===== config.mk =====
export PLATFORM = sky130hd
export DESIGN_NAME = tqv_spi_reg_initiator
export DESIGN_NICKNAME = d
export VERILOG_FILES = /design/src/rtl/tqv_spi_reg_initiator.sv
export SDC_FILE = /design/constraint.sdc
export NUM_CORES = 1
export LEC_CHECK = 0
export ABC_AREA = 1
export BUFFER_PORTS_ARGS = -buffer_cell sky130_fd_sc_hd__buf_2
export CAP_MARGIN = 20
export CORE_ASPECT_RATIO = 0.75
export CORE_MARGIN = 2
export CORE_UTILIZATION = 45
export CTS_CLUSTER_SIZE = 40
export DETAILED_ROUTE_END_ITERATION = 6
export GPL_TIMING_DRIVEN = 0
export SLEW_MARGIN = 30
export SYNTH_ARGS = -nofsm -noshare
export SYNTH_HDL_FRONTEND = slang
export SYNTH_SLANG_ARGS = --single-unit

===== constraint.sdc =====
create_clock -name clk -period 3.05 [get_ports clk]
set_input_delay 0.305 -clock clk [delete_from_list [all_inputs] [get_ports clk]]
set_output_delay 0.305 -clock clk [all_outputs]
set_load 0.03 [all_outputs]

===== src/rtl/tqv_spi_reg_initiator.sv =====
// SPI mode-0 register initiator that turns one parallel command into one frame for the TinyQV responder.
// Optional macro WAIT_READY_EN: reads wait on a synchronised data_ready_in (with timeout) instead of a fixed gap.

module tqv_spi_reg_initiator #(
  parameter int CLK_DIV   = 4,
  parameter int READ_WAIT = 8,
  parameter int TMO_CYC   = 1023
) (
  input  logic        clk,
  input  logic        rst_n,
  input  logic        cmd_valid,
  output logic        cmd_ready,
  input  logic        cmd_rw,
  input  logic [1:0]  cmd_width,
  input  logic [5:0]  cmd_addr,
  input  logic [31:0] cmd_wdata,
  output logic        rsp_valid,
  output logic [31:0] rsp_rdata,
  output logic        rsp_err,
  output logic        spi_cs_n,
  output logic        spi_clk,
  output logic        spi_mosi,
  input  logic        spi_miso,
  input  logic        data_ready_in
);

  localparam logic [2:0] S_IDLE     = 3'd0;
  localparam logic [2:0] S_CS_SETUP = 3'd1;
  localparam logic [2:0] S_HEADER   = 3'd2;
  localparam logic [2:0] S_WAIT     = 3'd3;
  localparam logic [2:0] S_DATA     = 3'd4;
  localparam logic [2:0] S_CS_HOLD  = 3'd5;
  localparam logic [2:0] S_GAP      = 3'd6;

  localparam int WAIT_CYC = READ_WAIT * 2 * CLK_DIV;
  localparam int MAX_A    = (WAIT_CYC > TMO_CYC) ? WAIT_CYC : TMO_CYC;
  localparam int CNT_MAX  = (MAX_A > 2 * CLK_DIV) ? MAX_A : 2 * CLK_DIV;
  localparam int CW       = $clog2(CNT_MAX + 1);

  localparam logic [CW-1:0] HALF_LD = CW'(CLK_DIV - 1);
  localparam logic [CW-1:0] GAP_LD  = CW'(2 * CLK_DIV - 1);
`ifdef WAIT_READY_EN
  localparam logic [CW-1:0] WAIT_LD = CW'(TMO_CYC - 1);
`else
  localparam logic [CW-1:0] WAIT_LD = CW'(WAIT_CYC - 1);
`endif

  function automatic logic [5:0] width_bits(input logic [1:0] w);
    case (w)
      2'b00:   return 6'd8;
      2'b01:   return 6'd16;
      default: return 6'd32;
    endcase
  endfunction

  // Left-justify the payload so the shifter always emits from bit 47.
  function automatic logic [31:0] align_msb(input logic [31:0] d, input logic [1:0] w);
    case (w)
      2'b00:   return {d[7:0], 24'h0};
      2'b01:   return {d[15:0], 16'h0};
      default: return d;
    endcase
  endfunction

  logic [2:0]    state_q, state_d;
  logic [CW-1:0] cnt_q, cnt_d;
  logic          sck_q, sck_d;
  logic          cs_n_q, cs_n_d;
  logic [47:0]   tx_q, tx_d;
  logic [31:0]   rx_q, rx_d;
  logic [5:0]    bits_q, bits_d;
  logic [5:0]    nbits_q, nbits_d;
  logic          rw_q, rw_d;
  logic          tmo_q, tmo_d;
  logic          cmd_ready_q, cmd_ready_d;
  logic          rsp_valid_q, rsp_valid_d;
  logic          rsp_err_q, rsp_err_d;
  logic [31:0]   rsp_rdata_q, rsp_rdata_d;
  logic          cnt_zero;

  assign cnt_zero = (cnt_q == '0);

`ifdef WAIT_READY_EN
  logic rdy_meta_q, rdy_sync_q;

  always_ff @(posedge clk or negedge rst_n) begin
    if (!rst_n) begin
      rdy_meta_q <= 1'b0;
      rdy_sync_q <= 1'b0;
    end else begin
      rdy_meta_q <= data_ready_in;
      rdy_sync_q <= rdy_meta_q;
    end
  end
`else
  logic unused_data_ready;
  assign unused_data_ready = data_ready_in;
`endif

  always_comb begin
    // NOTE: every next-state signal gets a default first, so no path through the case can infer a latch.
    state_d     = state_q;
    cnt_d       = cnt_q;
    sck_d       = sck_q;
    cs_n_d      = cs_n_q;
    tx_d        = tx_q;
    rx_d        = rx_q;
    bits_d      = bits_q;
    nbits_d     = nbits_q;
    rw_d        = rw_q;
    tmo_d       = tmo_q;
    rsp_valid_d = 1'b0;
    rsp_err_d   = rsp_err_q;
    rsp_rdata_d = rsp_rdata_q;

    case (state_q)
      S_IDLE: begin
        if (cmd_valid && cmd_ready_q) begin
          rw_d    = cmd_rw;
          nbits_d = width_bits(cmd_width);
          tx_d    = {cmd_rw, 5'b0, cmd_width, 2'b00, cmd_addr,
                     cmd_rw ? align_msb(cmd_wdata, cmd_width) : 32'h0};
          rx_d    = '0;
          tmo_d   = 1'b0;
          cs_n_d  = 1'b0;
          cnt_d   = HALF_LD;
          state_d = S_CS_SETUP;
        end
      end

      S_CS_SETUP: begin
        if (cnt_zero) begin
          cnt_d   = HALF_LD;
          bits_d  = 6'd16;
          state_d = S_HEADER;
        end else begin
          cnt_d = cnt_q - CW'(1);
        end
      end

      S_HEADER, S_DATA: begin
        if (!cnt_zero) begin
          cnt_d = cnt_q - CW'(1);
        end else begin
          cnt_d = HALF_LD;
          sck_d = !sck_q;
          if (!sck_q) begin
            if (state_q == S_DATA) rx_d = {rx_q[30:0], spi_miso};
          end else begin
            // Falling edge: advance MOSI and retire one bit of the current phase.
            tx_d   = {tx_q[46:0], 1'b0};
            bits_d = bits_q - 6'd1;
            if (bits_q == 6'd1) begin
              if (state_q == S_DATA) begin
                state_d = S_CS_HOLD;
              end else if (rw_q) begin
                bits_d  = nbits_q;
                state_d = S_DATA;
              end else begin
                cnt_d   = WAIT_LD;
                state_d = S_WAIT;
              end
            end
          end
        end
      end

      S_WAIT: begin
`ifdef WAIT_READY_EN
        if (rdy_sync_q) begin
          bits_d  = nbits_q;
          cnt_d   = HALF_LD;
          state_d = S_DATA;
        end else if (cnt_zero) begin
          tmo_d   = 1'b1;
          cnt_d   = HALF_LD;
          state_d = S_CS_HOLD;
        end else begin
          cnt_d = cnt_q - CW'(1);
        end
`else
        if (cnt_zero) begin
          bits_d  = nbits_q;
          cnt_d   = HALF_LD;
          state_d = S_DATA;
        end else begin
          cnt_d = cnt_q - CW'(1);
        end
`endif
      end

      S_CS_HOLD: begin
        if (cnt_zero) begin
          cs_n_d  = 1'b1;
          cnt_d   = GAP_LD;
          state_d = S_GAP;
        end else begin
          cnt_d = cnt_q - CW'(1);
        end
      end

      S_GAP: begin
        if (cnt_zero) begin
          rsp_valid_d = 1'b1;
          rsp_err_d   = tmo_q;
          rsp_rdata_d = (rw_q || tmo_q) ? 32'h0 : rx_q;
          state_d     = S_IDLE;
        end else begin
          cnt_d = cnt_q - CW'(1);
        end
      end

      default: state_d = S_IDLE;
    endcase

    // Ready stays low during the response cycle so the next accept lands strictly after it.
    cmd_ready_d = (state_d == S_IDLE) && !rsp_valid_d;
  end

  always_ff @(posedge clk or negedge rst_n) begin
    if (!rst_n) begin
      state_q     <= S_IDLE;
      cnt_q       <= '0;
      sck_q       <= 1'b0;
      cs_n_q      <= 1'b1;
      tx_q        <= '0;
      rx_q        <= '0;
      bits_q      <= '0;
      nbits_q     <= '0;
      rw_q        <= 1'b0;
      tmo_q       <= 1'b0;
      cmd_ready_q <= 1'b0;
      rsp_valid_q <= 1'b0;
      rsp_err_q   <= 1'b0;
      rsp_rdata_q <= '0;
    end else begin
      // NOTE: non-blocking assignments make every register update from the same pre-edge values.
      state_q     <= state_d;
      cnt_q       <= cnt_d;
      sck_q       <= sck_d;
      cs_n_q      <= cs_n_d;
      tx_q        <= tx_d;
      rx_q        <= rx_d;
      bits_q      <= bits_d;
      nbits_q     <= nbits_d;
      rw_q        <= rw_d;
      tmo_q       <= tmo_d;
      cmd_ready_q <= cmd_ready_d;
      rsp_valid_q <= rsp_valid_d;
      rsp_err_q   <= rsp_err_d;
      rsp_rdata_q <= rsp_rdata_d;
    end
  end

  assign cmd_ready = cmd_ready_q;
  assign rsp_valid = rsp_valid_q;
  assign rsp_rdata = rsp_rdata_q;
  // Without WAIT_READY_EN the timeout flag is never set, so this stays 0.
  assign rsp_err   = rsp_err_q;
  assign spi_cs_n  = cs_n_q;
  assign spi_clk   = sck_q;
  assign spi_mosi  = tx_q[47];

endmodule

**Word-level counts from Yosys, hierarchy flattened**

Cells that the tools add are included.

- Register bits: 142
- Latch bits: 0
- RAM bits: 0
- ROM bits: 0
- Input bits: 46
- Output and inout port bits: 38
- Word-level logic and storage cells: 100
- Memories kept: 0

- Add/sub/neg operators: 2
- Multipliers: 0
- Divide/modulo/power cells: 0
- Order comparisons: 0
- Eq/ne operators: 17
- Shifts and indexed selects: 0
- Multiplexer cells: 47
- Bitwise operators: 0
- Reductions and logical operators: 22

Operators with widths:

| cell | count |
|---|---|
| two-way mux 32 bit | 6 |
| two-way mux 48 bit | 3 |
| one-hot mux 32 bit (2 select lines) | 2 |
| one-hot mux 48 bit (2 select lines) | 1 |
| two-way mux 6 bit | 11 |
| two-way mux 10 bit | 5 |
| one-hot mux 10 bit (5 select lines) | 1 |
| two-way mux 3 bit | 10 |
| != test 2 bit, second input constant | 9 |
| one-hot mux 3 bit (6 select lines) | 1 |
| one-hot mux 6 bit (3 select lines) | 1 |
| one-hot mux 6 bit (2 select lines) | 1 |
| zero test 10 bit | 1 |
| AND reduction 5 bit | 2 |
| subtractor 10 x 1 -> 10 bit, second input constant | 1 |
| equality test 3 bit, second input constant | 3 |
| equality test 3 x 2 -> 1 bit, second input constant | 2 |
| equality test 6 x 1 -> 1 bit, second input constant | 1 |
| zero test 3 bit | 2 |
| AND reduction 2 bit | 3 |
| AND reduction 3 bit | 2 |
| subtractor 6 x 1 -> 6 bit, second input constant | 1 |
| nonzero test 5 bit | 1 |
| two-way mux 1 bit | 4 |
| 10 further kinds | 14 |

**Depth between registers and ports, before layout**

Gate-level depths: netlist of the first run.

- Depth in word-level cells: 8
- Mapped depth: 13
- Mapped depth without buffers: 11

**Worst setup path before layout of the first run**

Ideal clock, no wire load.

- Kind: reg2reg
- Start point: reg cnt_q[0]
- End point: reg tx_q[47]
- Setup time: 0.118 ns
- Arrival: 1.641 ns
- Required time: 2.932 ns
- Path slack: 1.291 ns
- Stages on the path, launching flop included: 14
- Path buffers: 2
- Period minus slack after synthesis: 1.759 ns
- Cells stage by stage: dfrtp_1 inv_1 ha_1 nand2_1 inv_2 nand2_2 nor2_4 nand2_2 nand2_4 nand2_4 buf_6 buf_6 nand2_1 nand2_1

- Cells in the longest elaborated chain, start to end: 3

RTL lines:

| what | line | source |
|---|---|---|
| start: declaration | 66 | `logic [CW-1:0] cnt_q, cnt_d;` |
| start signal: assignment | 239 | `cnt_q <= cnt_d;` |
| zero test 10 bit | 81 | `assign cnt_zero = (cnt_q == '0);` |
| != test 2 bit (no line) | -- |  |
| AND reduction 4 bit (no line) | -- |  |
| end signal: assignment | 242 | `tx_q <= tx_d;` |
| end: declaration | 69 | `logic [47:0] tx_q, tx_d;` |

Every way passes these cells.
A chain may end at the register's enable or synchronous reset.

**Worst setup path after layout of the first run**

- Start point: reg cnt_q[0]
- End point: reg tx_q[41]

The elaborated chain is that of the path after synthesis.

==> flow_summary.json, run 1 <==
{
  "critical_path.max_stage_delay_ns": 0.37,
  "fin_util_pct": 55.2,
  "wl_mm": 16.3,
  "cts.clk_slew.worst_paths_ns": 0.06,
  "core_um2": 14500,
  "maxCapViolations": 0,
  "layout-drive-gt1-share_pct": 16.1,
  "synth_warnings": 0,
  "gp_congestion": 0.839,
  "clock_skew_ns": 0.00626,
  "ir_drop_mv": 0.371,
  "post_cts_resized": 0,
  "dieHeight_um": 110,
  "ctsHoldBuffers": 1,
  "dp_hpwl_mm": 11.3,
  "setup_violations": 0,
  "end_kind": "register",
  "ys_seq_elements": 139,
  "final-hold-violation-count": 0,
  "hold-worst-slack_ns": 0.143,
  "antenna_found_initial": 0,
  "grt_pass1_wl_mm": 27.4,
  "power-per-cell-area_nw_per_um2": 504,
  "layout_common_cells": "nand2_1 (395), dfrtp_1 (138), buf_2 (103)",
  "grt_usage_pct": 21.6,
  "num_io_pins": 84,
  "remaining_drc_errors": 0,
  "start_util_pct": 46.3,
  "first_pass_iters": 5,
  "diodes": 0,
  "netlist_area_um2": 6740,
  "final_common_cell": "nand2_1",
  "grt_pass1_vias": 5245,
  "tns_ns": 0,
  "nets": 1020,
  "portBuffers": 81,
  "vias": 5791,
  "fin_area_um2": 8030,
  "grt_remaining_overflow": 0,
  "avgSynthCellArea_um2": 7.75,
  "grt_max_degree": 73,
  "tightest_slew_ns": 0.602,
  "root_buffer": "clkbuf_16",
  "dp_slack_ns": 0.987,
  "ys_seq_area_share_pct": 51.6,
  "cpLargestDelayFamily": "simple AND/OR/NAND/NOR gates",
  "ys_types": 30,
  "finalCritPeriodShare_pct": 67.7,
  "cts_num_sinks": 139,
  "wire_per_inst_um": 13.7,
  "placed_cell_area_um2": 7430,
  "timing.slew.headroom_pct": 59.7,
  "final.min_clock_period_ns": 2.07,
  "path_common_cell": "nand2_1",
  "max_freq_mhz": 484,
  "slew_viol_final": 0,
  "die_x_um": 145,
  "crit_required_ns": 3.35,
  "leakage_nw": 4.06,
  "rsz0062_at_grt": "false",
  "die_area_um2": 16000,
  "cts_setup_buffers": 0,
  "fin_ws_ns": 0.984,
  "core.rowCount": 38,
  "path_max_fanout": 10,
  "status": "complete, no violations",
  "path_buf_inv": 4,
  "cts_max_path_buffers": 2,
  "cp_slowest_cell": "dfrtp_1",
  "cts_buffers": 17,
  "worstPathArrival_ns": 2.37,
  "syn_nets": 918,
  "htreeDepth": 4,
  "drt_iter0_markers": 502,
  "cts_tree": "done",
  "crit_type": "register to register",
  "routed_via_density": 4.89,
  "synthCells": 869,
  "hp-class": "primary input to register",
  "ant_nets": 0,
  "insertion_delay_ns": 0.42,
  "area_growth_pct": 19.2,
  "path_cells": "inv_1, ha_1, nand2_1, inv_2, nand2_2, nor2_4, nand2_2, nand2_4, nand2_4, buf_6, buf_6, nand2_1, nand2_1",
  "start_kind": "register"
}
## sequential cells by signal, summed over array words and instances, names as in the netlist
signal     flops
rw_q           1
cmd_ready      1
nbits_q        3
bits_q         6
cnt_q         10
rx_q          32
rsp_rdata     32
tx_q          48
spi_clk        1
rsp_valid      1
state_q        3
spi_cs_n       1
## routing by layer
layer / GRT usage [%] / share of wire [%] / wire, µm / up-vias
li1: - / - / - / 2974
met1: 34.2 / 55 / 8890 / 2700
met2: 30.0 / 41 / 6700 / 108
met3: 4.28 / 3.4 / 547 / 9
met4: 5.67 / 0.71 / 116 / 0
met5: 0 / 0 / 0 / -
## logic make-up after synthesis
kind of cell | Yosys count | share of synthesized area (%)
buf+inv | 87 | 5.81
mux | 6 | 0.891
flops | 139 | 51.6
fa+ha+maj | 3 | 0.557
simple gates | 485 | 28.6
xor+xnor | 9 | 1.17
other cells | 1 | 0.0557
compound gates | 139 | 11.2
## where the power goes
part | internal, W | switching [W] | total (W)
combinational | 0.0000487 | 0.0000955 | 0.000144
sequential | 0.00184 | 0 | 0.00184
clock | 0.00127 | 0.000792 | 0.00206
## worst paths after layout
| path | from | endpoint | slack (ns) | depth (start not counted) |
|---|---|---|---|---|
| max | cnt_q[0] | tx_q[41] | 0.98 | 13 |
| max reg2reg | cnt_q[0] | tx_q[41] | 0.98 | 13 |
| max in group asynchronous | rst_n | spi_cs_n | 1.83 | 3 |
| min in group asynchronous | rst_n | tx_q[26] | 0.42 | 2 |
| min | cmd_rw | rw_q | 0.14 | 3 |
| min reg2reg | cnt_q[0] | cnt_q[0] | 0.46 | 1 |
## synthesized netlist by cell type
library cell	n	share of area, %
nor2_1	39	2.2
clkbuf_2	2	0.15
nand2_4	3	0.50
clkbuf_1	12	0.67
xor2_1	7	0.91
a22oi_1	16	1.8
buf_6	3	0.50
buf_2	23	1.7
a21oi_1	6	0.45
o31ai_1	1	0.11
inv_1	42	2.3
nor2_2	2	0.19
o21ai_1	53	3.9
a21boi_4	1	0.28
nand3_1	38	2.8
a21boi_0	2	0.22
conb_1	1	0.056
nand2_2	3	0.28
nor2_4	2	0.33
nand4_1	2	0.19
dfstp_2	1	0.39
o21ai_0	60	4.5
dfrtp_1	138	51
mux2i_1	6	0.89
nand2_1	395	22
ha_1	3	0.56
inv_2	2	0.11
nand3_2	1	0.15
xnor2_1	2	0.26
buf_4	3	0.33
## cell type report
cell class / count / area [µm²]
Inverter: 44 / 165
Clock inverter: 10 / 115
Sequential cell: 139 / 3480
Clock buffer: 22 / 474
Multi-Input combinational cell: 643 / 2870
Buffer: 43 / 226
Fill cell: 1417 / 6520
Timing Repair Buffer: 83 / 453
Tap cell: 200 / 250
## metrics by stage
step / cells / power [W]
2_1_floorplan: 869 / 0.00193
3_3_place_gp: 1150 / 0.00202
3_5_place_dp: 1151 / 0.00202
4_1_cts: 1184 / 0.00408
5_1_grt: 1184 / 0.00419
6_report: 1184 / 0.00405
## worst reg2reg max path, stage by stage (launching register included)
cell     delay (ns)
dfrtp_1        0.37
inv_1          0.11
ha_1           0.21
nand2_1        0.12
inv_2          0.08
nand2_2        0.08
nor2_4         0.19
nand2_2        0.12
nand2_4        0.17
nand2_4        0.10
buf_6          0.16
buf_6          0.14
nand2_1        0.06
nand2_1        0.05
Power figures use the tool's default switching activity.
==> run 2, diff against run 1 <==
ABC_AREA = 0   (was 1)
PLACE_DENSITY = 0.67   (was not set)
clock period = 1.7 ns   (was 3.05 ns; I/O delays follow)
==> flow_summary.json, run 2 <==
{
  "syn_nets": 753,
  "ant_nets": 0,
  "die_area_um2": 16000,
  "synthCells": 704,
  "vias": 6121,
  "placed_cell_area_um2": 7500,
  "finalCritPeriodShare_pct": 131,
  "layout-drive-gt1-share_pct": 37.7,
  "diodes": 0,
  "core_um2": 14500,
  "grt_max_degree": 77,
  "async_flop_share_pct": 100,
  "crit_required_ns": 2.01,
  "cts.clk_slew.worst_paths_ns": 0.06,
  "fin_area_um2": 9360,
  "synth_top_cell_area_share_pct": 51.3,
  "dp_hpwl_mm": 11.4,
  "grt_usage_pct": 24.6,
  "ys_seq_elements": 139,
  "whs_path_depth": 3,
  "synth-edff-count": 0,
  "seq_power_share_pct": 46.8,
  "worstPathArrival_ns": 2.53,
  "core.rowCount": 38,
  "leakage_nw": 4.54,
  "crit_type": "register to register",
  "fin_ws_ns": -0.526,
  "drt_iter0_markers": 629,
  "end_kind": "register",
  "grt_remaining_overflow": 0,
  "start_util_pct": 46.3,
  "total_power_w": 0.00707,
  "final-hold-violation-count": 0,
  "critical_path.max_stage_delay_ns": 0.41,
  "whs_endpoint": "rx_q[0]",
  "wire_per_inst_um": 18.7,
  "synth_warnings": 0,
  "tightest_slew_ns": 0.680,
  "num_io_pins": 84,
  "largest_reg_flops": 48,
  "htreeDepth": 4,
  "routed_via_density": 5.73,
  "path_max_fanout": 8,
  "root_buffer": "clkbuf_16",
  "startpoint": "cnt_q[0]",
  "netlist_top_cells_area": "dfrtp_1 (51%), nand2_1 (11%), mux2_2 (7.2%)",
  "wl_mm": 19.9,
  "status": "complete, but fails checks",
  "hp-class": "primary input to register",
  "max_freq_mhz": 449,
  "nets": 906,
  "cts_buffers": 17,
  "insertion_delay_ns": 0.43,
  "gp_congestion": 0.875,
  "cts_num_sinks": 139,
  "timing.slew.headroom_pct": 54.7,
  "cpLargestDelayFamily": "simple AND/OR/NAND/NOR gates",
  "p_sw_w": 0.00159,
  "rsz0062_at_grt": "true",
  "ir_drop_mv": 0.748,
  "final_common_cell": "nand2_1",
  "p_clk_share_pct": 49.4,
  "remaining_drc_errors": 0,
  "violations": "negative setup slack",
  "ys_types": 56,
  "grt_pass1_vias": 5956,
  "pwr-share-comb_pct": 3.7,
  "setup_violations": 134,
  "cp_slowest_cell": "dfrtp_1",
  "antenna_found_initial": 0,
  "portBuffers": 81,
  "ys_seq_area_share_pct": 51.7,
  "hold-worst-slack_ns": 0.0410,
  "netlist_area_um2": 6740,
  "slew_viol_final": 0,
  "dp_slack_ns": -0.795,
  "r2r_end": "tx_q[21]",
  "area_growth_pct": 39.0,
  "tns_ns": -53.78,
  "synth_top_area_cell": "dfrtp_1",
  "hold_start": "spi_miso",
  "reg2reg_slack_ns": -0.53,
  "first_pass_iters": 5,
  "synthMostInstantiatedCell": "nand2_1",
  "r2r-start": "cnt_q[0]",
  "synthTopCellsByCount": "nand2_1 (190), dfrtp_1 (138), o21ai_0 (68)",
  "avgSynthCellArea_um2": 9.57,
  "cts_tree": "done",
  "start_kind": "register",
  "reg2reg_depth": 9,
  "grt_pass1_wl_mm": 30.9,
  "maxCapViolations": 0,
  "swShare_pct": 22.4,
  "cts_max_path_buffers": 2,
  "p_int_w": 0.00548,
  "dieHeight_um": 110,
  "path_cells": "inv_2, ha_4, nor3b_4, and3_2, a31oi_4, nor2_4, buf_12, clkbuf_16, mux2_4",
  "regMostFlops": "tx_q",
  "layout_common_cells": "nand2_1 (163), dfrtp_1 (135), buf_2 (81)",
  "synth_ff_type": "dfrtp_1",
  "final.min_clock_period_ns": 2.23,
  "clock_skew_ns": 0.00726,
  "die_x_um": 145,
  "path_buf_inv": 3,
  "power-per-cell-area_nw_per_um2": 755
}
run 2: cell count changes after synthesis, sizes merged, moves of 14 or more:
cell / change
clkbuf: +22
nand3b: +33
a22oi: -14
mux2: +43
nor2: -18
nand3: -32
inv: -32
o21ai: -44
a22o: +16
nand2: -211
run 2: what timing repair did:
| action | CTS | global route |
|---|---|---|
| endpoints found under the hold margin | 63 | 0 |
| hold buffers | 1 | 0 |
| cloned | 13 | 4 |
| pin swaps | 42 | 36 |
| setup buffers | 25 | 16 |
| endpoints found under the setup margin | 137 | 134 |
| resized for setup | 203 | 69 |
run 2: per-layer routing:
metal / share of wire [%] / track usage (%) / vias to the layer above / routed length [µm]
met4: 1.9 / 6.79 / 0 / 375
met1: 46 / 33.8 / 3082 / 9090
li1: - / - / 2760 / -
met2: 46 / 39.2 / 241 / 9260
met3: 6.1 / 6.35 / 38 / 1220
met5: 0 / 0 / - / 0
run 2: stage by stage:
step                cells  util [%]
floorplan             704         -
global placement      985      51.3
detailed placement    986      51.6
CTS                  1054      61.7
global route         1069      64.4
finish               1069      64.4
run 2: kinds of logic after synthesis:
| logic type | after synthesis | share of synthesized area, % |
|---|---|---|
| and+or+nand+nor | 292 | 19.9 |
| buffers and inverters | 64 | 4.27 |
| adders and majority gates | 4 | 0.706 |
| xor gates and xnor gates | 3 | 0.502 |
| AOI/OAI and AO/OA | 149 | 14.3 |
| muxes | 52 | 8.53 |
| DFF | 139 | 51.7 |
| other | 1 | 0.0557 |
run 2: how the worst max path moves through the flow:
stage                               end  slack [ns]  cells past startpoint
after floorplan                tx_q[10]       -0.43                      9
final                          tx_q[21]       -0.53                      9
after global placement    rsp_rdata[28]       -1.42                      1
after global routing           rx_q[29]       -0.57                     12
after detailed placement       tx_q[12]       -0.79                      9
after CTS                      tx_q[20]       -0.44                     10
run 2: worst reg2reg max path, stage by stage (launching register included):
cell and delay, ns:
dfrtp_1 0.41, inv_2 0.09, ha_4 0.13, nor3b_4 0.26, and3_2 0.30, a31oi_4 0.12
nor2_4 0.16, buf_12 0.17, clkbuf_16 0.18, mux2_4 0.30
run 2: power groups by stage:
| stage | Combinational [W] | Sequential [W] | Clock [W] |
|---|---|---|---|
| floorplan | 0.0000925 | 0.00337 | 0 |
| global placement | 0.000241 | 0.00337 | 0 |
| detailed placement | 0.000259 | 0.00337 | 0 |
| CTS | 0.000264 | 0.00331 | 0.00350 |
| global route | 0.000295 | 0.00331 | 0.00367 |
| finish | 0.000265 | 0.00331 | 0.00349 |
run 2: layout make-up:
| type | instances | area, µm² |
|---|---|---|
| Fill cell | 1139 | 5180 |
| Multi-Input combinational cell | 502 | 3500 |
| Sequential cell | 139 | 3480 |
| Timing Repair Buffer | 137 | 1090 |
| Clock buffer | 20 | 457 |
| Buffer | 48 | 435 |
| Tap cell | 200 | 250 |
| Clock inverter | 11 | 97.6 |
| Inverter | 12 | 45.0 |
==> run 3, diff against run 2 <==
ABC_AREA = 1   (was 0)
ABC_CLOCK_PERIOD_IN_PS = 1700   (was not set)
CORE_MARGIN = 10   (was 2)
==> flow_summary.json, run 3 (synthesized netlist as in run 1, its figures left out) <==
{
  "start_util_pct": 46.3,
  "hold_start": "cmd_rw",
  "portBuffers": 81,
  "tightest_slew_ns": 0.642,
  "path_cells": "inv_2, ha_4, nand2_4, inv_4, nand2_4, nor2_4, nand2_2, nand2_4, nand2_4, buf_4, o21ai_1",
  "wl_mm": 17.3,
  "critical_path.max_stage_delay_ns": 0.39,
  "slew_viol_final": 0,
  "power-per-cell-area_nw_per_um2": 835,
  "ant_nets": 0,
  "cts_tree": "done",
  "dieHeight_um": 126,
  "area_growth_pct": 25.5,
  "rsz0062_at_grt": "true",
  "layout-drive-gt1-share_pct": 22.1,
  "path_max_fanout": 10,
  "total_power_w": 0.00706,
  "path_buf_inv": 3,
  "clock_skew_ns": 0.0156,
  "num_io_pins": 84,
  "drt_iter0_markers": 510,
  "setup_violations": 35,
  "worstPathArrival_ns": 2.09,
  "root_buffer": "clkbuf_16",
  "core_um2": 14500,
  "grt_max_degree": 76,
  "seqCellArea_um2": 3480,
  "leakage_nw": 4.27,
  "max_freq_mhz": 568,
  "regMostFlops": "tx_q",
  "ir_drop_mv": 0.711,
  "grt_usage_pct": 16.8,
  "finalCritPeriodShare_pct": 104,
  "cts_max_path_buffers": 2,
  "die_area_um2": 20300,
  "cpLargestDelayFamily": "simple AND/OR/NAND/NOR gates",
  "final-hold-violation-count": 0,
  "cp_slowest_cell": "dfrtp_1",
  "maxCapViolations": 0,
  "largest_reg_flops": 48,
  "start_kind": "register",
  "grt_pass1_wl_mm": 28.4,
  "gp_congestion": 0.871,
  "fill_cells": 1326,
  "remaining_drc_errors": 0,
  "final_common_cell": "nand2_1",
  "multi_input_area_um2": 3020,
  "htreeDepth": 4,
  "first_pass_iters": 5,
  "grt_remaining_overflow": 0,
  "dp_hpwl_mm": 11.7,
  "status": "complete, but fails checks",
  "end_kind": "register",
  "wire_per_inst_um": 14.3,
  "hp-class": "primary input to register",
  "insertion_delay_ns": 0.42,
  "diodes": 0,
  "tns_ns": -0.713,
  "antenna_found_initial": 0,
  "crit_type": "register to register",
  "routed_via_density": 4.98,
  "fin_ws_ns": -0.0619,
  "final.min_clock_period_ns": 1.76,
  "core.rowCount": 38,
  "violations": "negative setup slack",
  "cts_num_sinks": 139,
  "path_common_cell": "nand2_4",
  "crit_required_ns": 2.03,
  "r2r-start": "cnt_q[0]",
  "grt_pass1_vias": 5659,
  "cts.clk_slew.worst_paths_ns": 0.06,
  "nets": 1046,
  "die_x_um": 161,
  "vias": 6019,
  "layout_common_cells": "nand2_1 (383), dfrtp_1 (137), buf_2 (94)",
  "startpoint": "cnt_q[0]",
  "cts_buffers": 17,
  "timing.slew.headroom_pct": 57.0
}
run 3: timing repair:
item                                   4_1_cts  5_1_grt
gates cloned                                 1        1
resized for setup                           28       62
setup endpoints to repair                  128      134
endpoints found under the hold margin       74        0
pin swaps                                    5       12
buffers inserted                            12       12
hold buffers                                 1        0
run 3: path summary, 6_finish.rpt:
path | depth (start not counted) | slack (ns) | to
max in group asynchronous | 3 | 0.66 | tx_q[35]
worst max register to register | 11 | -0.06 | rx_q[23]
worst max-delay path | 11 | -0.06 | rx_q[23]
worst min register to register | 2 | 0.47 | rsp_rdata[4]
min in group asynchronous | 2 | 0.33 | bits_q[0]
worst min-delay path | 3 | 0.03 | rw_q
run 3: worst register-to-register path, delay by kind of cell (launching register included):
kind | cells | cell delay (ns)
AO/OA/AOI/OAI | 1 | 0.16
adder cells (fa/ha/maj) | 1 | 0.14
buffers and inverters | 3 | 0.36
flip-flops | 1 | 0.39
AND/OR/NAND/NOR | 6 | 0.63
run 3: final cells by class:
| cell class | instances | share of cell area, % |
|---|---|---|
| clock inverter | 14 | 1.44 |
| clock buffer | 17 | 5.03 |
| sequential | 139 | 41.2 |
| buffer | 43 | 3.79 |
| timing repair buffer | 109 | 7.89 |
| inverter | 44 | 1.98 |
| multi-input combinational | 643 | 35.8 |
| tap | 200 | 2.96 |
run 3: routing by layer:
layer | wire length [µm] | global-route usage (%) | vias up
met4 | 169 | 4.91 | 0
li1 | - | - | 3036
met5 | 0 | 0 | -
met1 | 8680 | 24.7 | 2839
met2 | 7590 | 24.1 | 129
met3 | 884 | 3.84 | 15
run 3: power breakdown:
| group | total (W) | leakage (nW) | switching [W] | internal (W) |
|---|---|---|---|---|
| clock network | 0.00349 | 0.265 | 0.00148 | 0.00200 |
| registers | 0.00331 | 1.91 | 0 | 0.00331 |
| logic | 0.000265 | 2.09 | 0.000173 | 0.0000917 |
run 3: through the flow:
stage	area (µm²)	worst slack (ns)	cells	hold WS (ns)	utilization, %
finish	8460	-0.0619	1209	0.0294	58.1
global route	8460	-0.183	1209	0.0363	58.1
CTS	8180	-0.0288	1196	0.0251	56.2
detailed placement	7450	-0.236	1151	0.194	51.2
global placement	7410	-1.59	1150	0.438	50.9
floorplan	6750	0.00116	869	-0.126	-
